--- src/rtl/dmem_arb_pkg.sv ---
// Shared types and counter widths for the data-memory port arbiter.
package dmem_arb_pkg;

  typedef enum logic [1:0] {
    ARB      = 2'd0,
    LOCKED   = 2'd1,
    COOLDOWN = 2'd2
  } arb_state_t;

  typedef enum logic {
    OWN_CORE = 1'b0,
    OWN_EXT  = 1'b1
  } owner_t;

  // Counters are sized for the largest legal limits so any legal setting fits.
  localparam int STARVE_LIMIT_MAX = 15;
  localparam int LOCK_MAX_MAX     = 255;
  localparam int STARVE_W         = $clog2(STARVE_LIMIT_MAX + 1);
  localparam int LOCK_W           = $clog2(LOCK_MAX_MAX + 1);

endpackage

--- src/rtl/dmem_port_arbiter_if.sv ---
// Core MEM-stage port, external debug/DMA port and data-memory port of the arbiter.
interface dmem_port_arbiter_if #(
  parameter int AW = 16,
  parameter int DW = 16
);
  logic          core_req;
  logic          core_we;
  logic [AW-1:0] core_addr;
  logic [DW-1:0] core_wdata;
  logic          core_stall;
  logic [DW-1:0] core_rdata;

  logic          ext_valid;
  logic          ext_we;
  logic          ext_lock;
  logic [AW-1:0] ext_addr;
  logic [DW-1:0] ext_wdata;
  logic          ext_ready;
  logic          ext_rvalid;
  logic [DW-1:0] ext_rdata;

  logic          mem_en;
  logic          mem_we;
  logic [AW-1:0] mem_addr;
  logic [DW-1:0] mem_wdata;
  logic [DW-1:0] mem_rdata;

  modport slave (
    input  core_req, core_we, core_addr, core_wdata,
    input  ext_valid, ext_we, ext_lock, ext_addr, ext_wdata,
    input  mem_rdata,
    output core_stall, core_rdata,
    output ext_ready, ext_rvalid, ext_rdata,
    output mem_en, mem_we, mem_addr, mem_wdata
  );

  modport master (
    output core_req, core_we, core_addr, core_wdata,
    output ext_valid, ext_we, ext_lock, ext_addr, ext_wdata,
    output mem_rdata,
    input  core_stall, core_rdata,
    input  ext_ready, ext_rvalid, ext_rdata,
    input  mem_en, mem_we, mem_addr, mem_wdata
  );
endinterface

--- src/rtl/arb_sat_counter.sv ---
// Saturating up-counter; clr and inc together load 1 so a count can restart in one cycle.
module arb_sat_counter #(
  parameter int W   = 4,
  parameter int MAX = 4
) (
  input  logic         clk,
  input  logic         reset,
  input  logic         clr,
  input  logic         inc,
  output logic [W-1:0] cnt
);

  logic [W-1:0] base;
  logic [W-1:0] cnt_nxt;

  always_comb begin
    base    = clr ? '0 : cnt;
    cnt_nxt = (inc && (base != W'(MAX))) ? base + 1'b1 : base;
  end

  always_ff @(posedge clk or negedge reset) begin
    if (!reset) cnt <= '0;
    else        cnt <= cnt_nxt;
  end

endmodule

--- src/rtl/dmem_port_arbiter.sv ---
// Shares the single-port data memory between the core MEM stage and an external requester;
// the core has priority, the external port has starvation relief and a bounded lock.
module dmem_port_arbiter
  import dmem_arb_pkg::*;
#(
  parameter int STARVE_LIMIT = 4,
  parameter int LOCK_MAX     = 8
) (
  input logic                clk,
  input logic                reset,
  dmem_port_arbiter_if.slave bus
);

  arb_state_t          state;
  arb_state_t          state_nxt;
  logic                core_gnt;
  logic                ext_gnt;
  logic                force_ext;
  logic [STARVE_W-1:0] starve_cnt;
  logic [LOCK_W-1:0]   lock_cnt;
  logic                starve_clr;
  logic                starve_inc;
  logic                lock_clr;
  logic                lock_inc;
  logic                core_rd;
  logic                ext_rd;
  logic                rd_vld_p1;
  owner_t              rd_owner_p1;

  always_ff @(posedge clk or negedge reset) begin
    if (!reset) state <= ARB;
    else        state <= state_nxt;
  end

  always_comb begin
    state_nxt = state;
    core_gnt  = 1'b0;
    ext_gnt   = 1'b0;
    force_ext = 1'b0;
    case (state)
      ARB: begin
        force_ext = bus.ext_valid && (starve_cnt == STARVE_W'(STARVE_LIMIT));
        core_gnt  = bus.core_req && !force_ext;
        ext_gnt   = bus.ext_valid && !core_gnt;
        if (ext_gnt && bus.ext_lock) state_nxt = LOCKED;
      end
      LOCKED: begin
        ext_gnt = bus.ext_valid;
        if (!bus.ext_lock || (lock_cnt == LOCK_W'(LOCK_MAX))) state_nxt = COOLDOWN;
      end
      COOLDOWN: begin
        core_gnt  = bus.core_req;
        state_nxt = ARB;
      end
      default: state_nxt = ARB;
    endcase
    // Grants are forced low while reset is held so the memory sees no strobe.
    if (!reset) begin
      core_gnt = 1'b0;
      ext_gnt  = 1'b0;
    end
  end

  // Starvation count is frozen while the external port owns the lock.
  always_comb begin
    starve_clr = (state != LOCKED) && (ext_gnt || !bus.ext_valid);
    starve_inc = (state != LOCKED) && bus.ext_valid && !ext_gnt;
    lock_clr   = (state != LOCKED);
    lock_inc   = (state == LOCKED) || ((state == ARB) && ext_gnt && bus.ext_lock);
  end

  arb_sat_counter #(.W(STARVE_W), .MAX(STARVE_LIMIT)) u_starve_cnt (
    .clk   (clk),
    .reset (reset),
    .clr   (starve_clr),
    .inc   (starve_inc),
    .cnt   (starve_cnt)
  );

  arb_sat_counter #(.W(LOCK_W), .MAX(LOCK_MAX)) u_lock_cnt (
    .clk   (clk),
    .reset (reset),
    .clr   (lock_clr),
    .inc   (lock_inc),
    .cnt   (lock_cnt)
  );

  assign core_rd = core_gnt && !bus.core_we;
  assign ext_rd  = ext_gnt && !bus.ext_we;

  // p1: read-return owner, aligned with the memory's one-cycle read latency
  always_ff @(posedge clk or negedge reset) begin
    if (!reset) begin
      rd_vld_p1   <= 1'b0;
      rd_owner_p1 <= OWN_CORE;
    end else begin
      rd_vld_p1 <= core_rd || ext_rd;
      if (core_rd || ext_rd) rd_owner_p1 <= core_rd ? OWN_CORE : OWN_EXT;
    end
  end

  assign bus.core_stall = bus.core_req && !core_gnt && reset;
  assign bus.core_rdata = (rd_vld_p1 && (rd_owner_p1 == OWN_CORE)) ? bus.mem_rdata : '0;
  assign bus.ext_ready  = ext_gnt;
  assign bus.ext_rvalid = rd_vld_p1 && (rd_owner_p1 == OWN_EXT);
  assign bus.ext_rdata  = reset ? bus.mem_rdata : '0;

  assign bus.mem_en    = core_gnt || ext_gnt;
  assign bus.mem_we    = core_gnt ? bus.core_we : (ext_gnt && bus.ext_we);
  assign bus.mem_addr  = core_gnt ? bus.core_addr : (ext_gnt ? bus.ext_addr : '0);
  assign bus.mem_wdata = core_gnt ? bus.core_wdata : (ext_gnt ? bus.ext_wdata : '0);

endmodule
--- src/flat_wrapper.sv ---
// flat-port wrapper written by rule: the top's interface ports become plain ports
module dmem_port_arbiter_flat import dmem_arb_pkg::*;
#(
  parameter int STARVE_LIMIT = 4,
  parameter int LOCK_MAX     = 8
)
  (clk, reset, bus_core_req, bus_core_we, bus_core_addr, bus_core_wdata, bus_ext_valid, bus_ext_we, bus_ext_lock, bus_ext_addr, bus_ext_wdata, bus_mem_rdata, bus_core_stall, bus_core_rdata, bus_ext_ready, bus_ext_rvalid, bus_ext_rdata, bus_mem_en, bus_mem_we, bus_mem_addr, bus_mem_wdata);
  dmem_port_arbiter_if bus_i ();
  input logic clk;
  input logic reset;
  input wire logic [$bits(bus_i.core_req)-1:0] bus_core_req;
  input wire logic [$bits(bus_i.core_we)-1:0] bus_core_we;
  input wire logic [$bits(bus_i.core_addr)-1:0] bus_core_addr;
  input wire logic [$bits(bus_i.core_wdata)-1:0] bus_core_wdata;
  input wire logic [$bits(bus_i.ext_valid)-1:0] bus_ext_valid;
  input wire logic [$bits(bus_i.ext_we)-1:0] bus_ext_we;
  input wire logic [$bits(bus_i.ext_lock)-1:0] bus_ext_lock;
  input wire logic [$bits(bus_i.ext_addr)-1:0] bus_ext_addr;
  input wire logic [$bits(bus_i.ext_wdata)-1:0] bus_ext_wdata;
  input wire logic [$bits(bus_i.mem_rdata)-1:0] bus_mem_rdata;
  output wire logic [$bits(bus_i.core_stall)-1:0] bus_core_stall;
  output wire logic [$bits(bus_i.core_rdata)-1:0] bus_core_rdata;
  output wire logic [$bits(bus_i.ext_ready)-1:0] bus_ext_ready;
  output wire logic [$bits(bus_i.ext_rvalid)-1:0] bus_ext_rvalid;
  output wire logic [$bits(bus_i.ext_rdata)-1:0] bus_ext_rdata;
  output wire logic [$bits(bus_i.mem_en)-1:0] bus_mem_en;
  output wire logic [$bits(bus_i.mem_we)-1:0] bus_mem_we;
  output wire logic [$bits(bus_i.mem_addr)-1:0] bus_mem_addr;
  output wire logic [$bits(bus_i.mem_wdata)-1:0] bus_mem_wdata;
  assign bus_i.core_req = bus_core_req;
  assign bus_i.core_we = bus_core_we;
  assign bus_i.core_addr = bus_core_addr;
  assign bus_i.core_wdata = bus_core_wdata;
  assign bus_i.ext_valid = bus_ext_valid;
  assign bus_i.ext_we = bus_ext_we;
  assign bus_i.ext_lock = bus_ext_lock;
  assign bus_i.ext_addr = bus_ext_addr;
  assign bus_i.ext_wdata = bus_ext_wdata;
  assign bus_i.mem_rdata = bus_mem_rdata;
  assign bus_core_stall = bus_i.core_stall;
  assign bus_core_rdata = bus_i.core_rdata;
  assign bus_ext_ready = bus_i.ext_ready;
  assign bus_ext_rvalid = bus_i.ext_rvalid;
  assign bus_ext_rdata = bus_i.ext_rdata;
  assign bus_mem_en = bus_i.mem_en;
  assign bus_mem_we = bus_i.mem_we;
  assign bus_mem_addr = bus_i.mem_addr;
  assign bus_mem_wdata = bus_i.mem_wdata;
  dmem_port_arbiter #(.STARVE_LIMIT(STARVE_LIMIT), .LOCK_MAX(LOCK_MAX)) u_core (.clk(clk), .reset(reset), .bus(bus_i));
endmodule
--- config.mk ---
export PLATFORM = sky130hd
export DESIGN_NAME = dmem_port_arbiter_flat
export DESIGN_NICKNAME = d
export VERILOG_FILES = /design/src/rtl/dmem_arb_pkg.sv /design/src/rtl/dmem_port_arbiter_if.sv /design/src/rtl/arb_sat_counter.sv /design/src/rtl/dmem_port_arbiter.sv /design/src/flat_wrapper.sv
export SDC_FILE = /design/constraint.sdc
export NUM_CORES = 1
export LEC_CHECK = 0
export CAP_MARGIN = 0
export CORE_UTILIZATION = 30
export CTS_CLUSTER_SIZE = 24
export DETAILED_ROUTE_END_ITERATION = 16
export GPL_TIMING_DRIVEN = 0
export PLACE_DENSITY = 0.94
export SLEW_MARGIN = 20
export SYNTH_ARGS = -nofsm -noshare
export SYNTH_HDL_FRONTEND = slang
export SYNTH_SLANG_ARGS = --single-unit
export TNS_END_PERCENT = 30
--- constraint.sdc ---
create_clock -name clk -period 2.8 [get_ports clk]
set_input_delay 0.56 -clock clk [delete_from_list [all_inputs] [get_ports clk]]
set_output_delay 0.56 -clock clk [all_outputs]
set_load 0.02 [all_outputs]
==> reports/qor.csv, run 1 <==
metric,value,unit
Clock H-tree levels,1,
Final TNS setup,0,ns
WHS,0.145,ns
Finished Core Util,66.7,%
Vias/cell,4.91,
CP Capture Point,bus_mem_wdata[14],
Final setup viols,0,
Die H,74.4,um
Antenna Violating Nets Remaining,0,
register area share after synthesis,25.5,%
cell taking the most area after synthesis,dfrtp_1,
largest net degree at the start of global routing,27,
Post-Syn Area,1570,um^2
post-DP HPWL,5420,um
Worst Path Required,2.24,ns
total CTS buffers,3,
clock root buffer,clkbuf_8,
Mean Syn Cell Area,8.68,um^2
Placed Cells,402,
Row Count,25,
Port Buf Inserts,154,
fin crit share,96.3,%
Wirelength per Cell,15.5,um
number of unique standard cell types used by synthesis,41,
initial antenna violation count,0,
setup ws final,0.105,ns
P&R area growth vs syn,107,%
Max Slew Vio Count,0,
power per cell area,279,nW/um^2
routed vias,2015,
"Reg clk slew, reported paths",0.06,ns
CP Class,input pin to output port,
Worst R2R End,u_core.u_starve_cnt.cnt[0],
first-pass GRT wire length,8820,um
layout cell share with drive strength beyond 1,7.58,%
fin cells,410,
worst slew pin tran,0.456,ns
CP max FO,10,
Max-slew headroom,69.2,%
Worst IR Drop VDD,221,uV
1st-pass router iterations,4,
Synth Register Bits,16,
starting density of the core,32.2,%
startpoint types,input pin,
NumNets Final,435,
clock tree buffer depth,2,
Skew-Pair Late Insertion Delay,0.25,ns
Yosys warnings,0,
ANT cells,0,
clock sink total,16,
MaxCap Viol Count,0,
"commonest cells after routing, fill and taps aside","117 x clkdlybuf4s50_1, 34 x and2_1, 34 x a22o_1, 24 x dlygate4sd2_1, 16 x dfrtp_1",
Post-synth EDFFs,0,
Fin. Hold Viols,0,
Post-synth ARST share,100,%
gr usage total,20.5,%
synthesized instance count,181,
total grt overflow,0,
share of the synthesized area in the top cell type,25.5,%
endpoint type of the worst setup path,output port,
routability cong.,0.792,
worst path arrival time,2.14,ns
Peak Freq,0.371,GHz
vias in the first global route,1836,
Core Region,4880,um^2
Crit. Startpoint,bus_core_req,
fin area,3250,um^2
Placed Area,3200,um^2
die width,74.4,um
FF-to-FF setup slack,0.43,ns
FILL cells,416,
syn_nets,272,
CTS tree,yes,
DRC Markers,0,
R2R cell count,9,
Lkg Pwr,1.55,nW
worst slack at placement,-1.37,ns
final worst path period need,2.70,ns
"commonest non-fill, non-tap cell in the layout",clkdlybuf4s50_1,
final clock skew,0.00251,ns
die area,5530,um^2
status,completed,
top post-synthesis cells by area,"dfrtp_1 25%, a22o_1 19%, and2_1 14%",
RR Startpoint,u_core.u_starve_cnt.cnt[3],
PnR Total Power,906,uW
Ports,156,
"Top FF cell, synth",dfrtp_1,
Initial DRC Count,42,
drt total wl,6340,um
Worst Hold Class,input pin to asynchronous set/reset pin,
==> sequential cells by signal, indices dropped and copies added (netlist names) <==
| signal | flops |
|---|---|
| u_core.u_starve_cnt.cnt | 4 |
| u_core.state | 2 |
| u_core.u_lock_cnt.cnt | 8 |
| u_core.rd_owner_p1 | 1 |
| u_core.rd_vld_p1 | 1 |
==> Yosys cell counts (all sizes together) (2+ instances only) <==
| cell type | count |
|---|---|
| and2 | 34 |
| mux2i | 2 |
| nor2 | 8 |
| buf | 9 |
| o21a | 3 |
| and3 | 5 |
| nor2b | 4 |
| nand2 | 8 |
| clkbuf | 3 |
| inv | 10 |
| a22o | 34 |
| nand3 | 7 |
| a311oi | 2 |
| o21ai | 3 |
| ha | 4 |
| xor2 | 5 |
| a21o | 2 |
| dfrtp | 16 |
| nor4b | 2 |
| a21oi | 3 |
==> worst min-delay path by stage <==
stage / from / endpoint / depth (start not counted) / slack (ns)
2_1_floorplan: reset / u_core.rd_owner_p1 / 0 / 0.26
3_3_place_gp: u_core.u_lock_cnt.cnt[7] / u_core.u_lock_cnt.cnt[7] / 2 / 0.53
3_5_place_dp: u_core.u_lock_cnt.cnt[7] / u_core.u_lock_cnt.cnt[7] / 2 / 0.56
4_1_cts: reset / u_core.u_lock_cnt.cnt[3] / 1 / 0.15
5_1_grt: reset / u_core.u_lock_cnt.cnt[3] / 1 / 0.15
6_report: reset / u_core.u_lock_cnt.cnt[3] / 1 / 0.14
==> per-layer routing <==
layer  vias to the layer above  wire length [um]  track usage (%)
met5                         -                 0                0
met4                         0               104             5.45
met3                        10               485             5.01
met2                        79              3370             37.6
met1                       937              2370             23.7
li1                        989                 -                -
==> layout make-up <==
cell class | instances | area (um^2) | share of cell area [%]
Clock buffer | 4 | 55.1 | 1.69
Sequential cell | 16 | 400 | 12.3
Inverter | 10 | 37.5 | 1.15
Timing Repair Buffer | 158 | 1540 | 47.4
Multi-Input combinational cell | 143 | 1050 | 32.3
Tap cell | 67 | 83.8 | 2.58
Buffer | 12 | 85.1 | 2.61
==> worst max-delay path, cell delays in order <==
cell and delay (ns):
dlygate4sd2_1 0.28, inv_1 0.11, o31a_1 0.28, buf_4 0.16, clkbuf_4 0.19, a22o_1 0.24, dlygate4sd2_1 0.32
==> cell families after synthesis <==
family / Yosys count / share of synthesized area [%]
AND/OR/NAND/NOR: 76 / 29.1
AO/OA/AOI/OAI: 55 / 29.9
buffers and inverters: 22 / 7.64
flip-flops: 16 / 25.5
XOR/XNOR: 5 / 2.79
adder cells (fa/ha/maj): 4 / 3.18
multiplexers: 3 / 1.99
==> repair_timing <==
| item | in CTS | in global routing |
|---|---|---|
| pin swaps | 1 | 1 |
| setup buffers | 3 | 1 |
| gates resized for setup | 42 | 14 |
| gates cloned | 0 | 0 |
| setup endpoints to repair | 56 | 20 |
| hold buffers | 0 | 0 |
==> where the power goes <==
group | switching, mW | total [mW] | internal [mW]
Sequential | 0.0133 | 0.255 | 0.241
Combinational | 0.197 | 0.448 | 0.251
Clock | 0.0788 | 0.204 | 0.125
Power figures use the tool's default switching activity.
==> inputs of run 2 (changes only) <==
CORE_MARGIN = 2   (was not set)
==> run 2 against run 1 <==
Combinational power is essentially flat; critical path depth shrank 2; count of clock-buffer cells in the layout is the same; worst setup slack lost 0.084 ns; clock skew shrank 0.0015 ns; register-to-register slack gained 0.09 ns; critical path type is now flop to output port; largest cell class unchanged; largest power group unchanged; highest routed layer unchanged.
==> reports/qor.csv, run 2 (synthesized netlist as in run 1, its figures left out) <==
metric,value,unit
status,completed,
post-DP HPWL,5160,um
final worst path period need,2.78,ns
routability cong.,0.839,
CP Class,flop to output port,
1st-pass router iterations,4,
startpoint types,flop,
most used routing layer,met2,
Largest register FFs,8,
Port Buf Inserts,154,
P&R area growth vs syn,108,%
starting density of the core,31.0,%
endpoint type of the worst setup path,output port,
CP max FO,9,
power per cell area,278,nW/um^2
Int Power,619,uW
Crit. Startpoint,u_core.u_starve_cnt.cnt[3],
total CTS buffers,3,
Skew-Pair Late Insertion Delay,0.25,ns
Peak Freq,0.360,GHz
Initial DRC Count,91,
Vias/cell,4.93,
ANT cells,0,
Wirelength per Cell,15.3,um
routed vias,2042,
Lkg Pwr,1.57,nW
Psw,291,uW
die width,76.4,um
"Reg clk slew, reported paths",0.06,ns
total grt overflow,0,
Core Region,5070,um^2
grt met2 use,38.6,%
Worst Hold Class,input pin to asynchronous set/reset pin,
largest reg by FF count,u_core.u_lock_cnt.cnt,
RR Startpoint,u_core.u_starve_cnt.cnt[3],
clock tree buffer depth,2,
gr usage total,21.0,%
Fin. Hold Viols,0,
FF-to-FF setup slack,0.52,ns
M3 GR Usage,4.74,%
grt met1 use,24.8,%
Max-slew headroom,64.8,%
Row Count,26,
clock network power share,22.5,%
initial antenna violation count,0,
fin crit share,99.3,%
Placed Cells,405,
clock root buffer,clkbuf_8,
Final setup viols,0,
final clock skew,0.000969,ns
Worst IR Drop VDD,196,uV
"commonest cells after routing, fill and taps aside","117 x clkdlybuf4s50_1, 34 x and2_1, 34 x a22o_1, 31 x dlygate4sd2_1, 16 x dfrtp_1",
Logic pwr share,49.5,%
top flop regs,"u_core.u_lock_cnt.cnt: 8 flops, u_core.u_starve_cnt.cnt: 4 flops, u_core.state: 2 flops",
Max Slew Vio Count,0,
FILL cells,439,
CTS tree,yes,
clock sink total,16,
worst path arrival time,2.22,ns
RSZ-0062 raised after global routing,true,
Flop pwr share,28.0,%
Worst Path Required,2.24,ns
layout cell share with drive strength beyond 1,7.56,%
"commonest non-fill, non-tap cell in the layout",clkdlybuf4s50_1,
DRC Markers,0,
fin cells,414,
Finished Core Util,64.4,%
WHS,0.143,ns
largest net degree at the start of global routing,27,
die area,5830,um^2
Die H,76.4,um
worst slew pin tran,0.520,ns
vias in the first global route,1998,
Ports,156,
NumNets Final,436,
MaxCap Viol Count,0,
Antenna Violating Nets Remaining,0,
sw frac,32.0,%
drt total wl,6330,um
Clock H-tree levels,1,
first-pass GRT wire length,10100,um
## run 2: cell count changes in the layout (fill, tap and decap cells not counted)
cell,before,now
clkbuf_2,2,0
nor2b_1,4,3
clkbuf_4,1,0
nor2b_2,0,1
clkdlybuf4s15_1,6,1
buf_4,7,9
dlygate4sd2_1,24,31
## run 2: stage by stage
stage | total power, mW | area (um^2) | setup TNS [ns] | setup slack (ns)
3_3_place_gp | 0.716 | 3200 | -54.55 | -1.30
2_1_floorplan | 0.458 | 1570 | 0 | 0.530
3_5_place_dp | 0.727 | 3200 | -59.64 | -1.41
4_1_cts | 0.919 | 3260 | 0 | 0.0134
5_1_grt | 0.954 | 3270 | -0.0674 | -0.0654
6_report | 0.910 | 3270 | 0 | 0.0203
## run 2: repair_timing
item                                    in CTS  in global routing
hold buffers                                 0                  0
setup buffers                                5                  0
resized for setup                           43                  5
pin swaps                                    2                  0
hold endpoints to repair                     0                  0
endpoints found under the setup margin      58                  5
## run 2: power groups by stage
| stage | clock network (mW) | logic, mW | registers [mW] |
|---|---|---|---|
| 6_report | 0.205 | 0.450 | 0.255 |
| 5_1_grt | 0.216 | 0.480 | 0.257 |
| 4_1_cts | 0.211 | 0.453 | 0.255 |
| 3_5_place_dp | 0 | 0.468 | 0.259 |
| 3_3_place_gp | 0 | 0.457 | 0.259 |
| 2_1_floorplan | 0 | 0.202 | 0.256 |
## run 2: final cells by class
class / instances / area, um^2 / area share (%)
Sequential cell: 16 / 400 / 12.2
Timing Repair Buffer: 159 / 1550 / 47.4
Buffer: 12 / 85.1 / 2.60
Tap cell: 70 / 87.6 / 2.68
Inverter: 10 / 37.5 / 1.15
Multi-Input combinational cell: 143 / 1050 / 32.2
Clock buffer: 4 / 55.1 / 1.68
## run 2: metal layers
layer | part of all wire (%) | up-vias | routed length, um
met1 | 40 | 959 | 2520
met4 | 1.2 | 0 | 78
li1 | - | 990 | -
met3 | 6.2 | 9 | 390
met2 | 53 | 84 | 3350
met5 | 0 | - | 0
## run 2: critical path: stages, from the launching register on
cell	delay (ns)
dfrtp_1	0.45
nor4b_4	0.43
o31a_1	0.17
buf_4	0.16
a22o_1	0.15
clkdlybuf4s50_1	0.62
## run 2: worst paths after layout
check                                        endpoint  cells past startpoint
max in group asynchronous  u_core.u_starve_cnt.cnt[2]                      1
hold / removal               u_core.u_lock_cnt.cnt[6]                      1
hold reg to reg                    u_core.rd_owner_p1                      1
min in group clk                   u_core.rd_owner_p1                      1
setup / recovery                           bus_mem_we                      5
setup reg to reg           u_core.u_starve_cnt.cnt[0]                      8
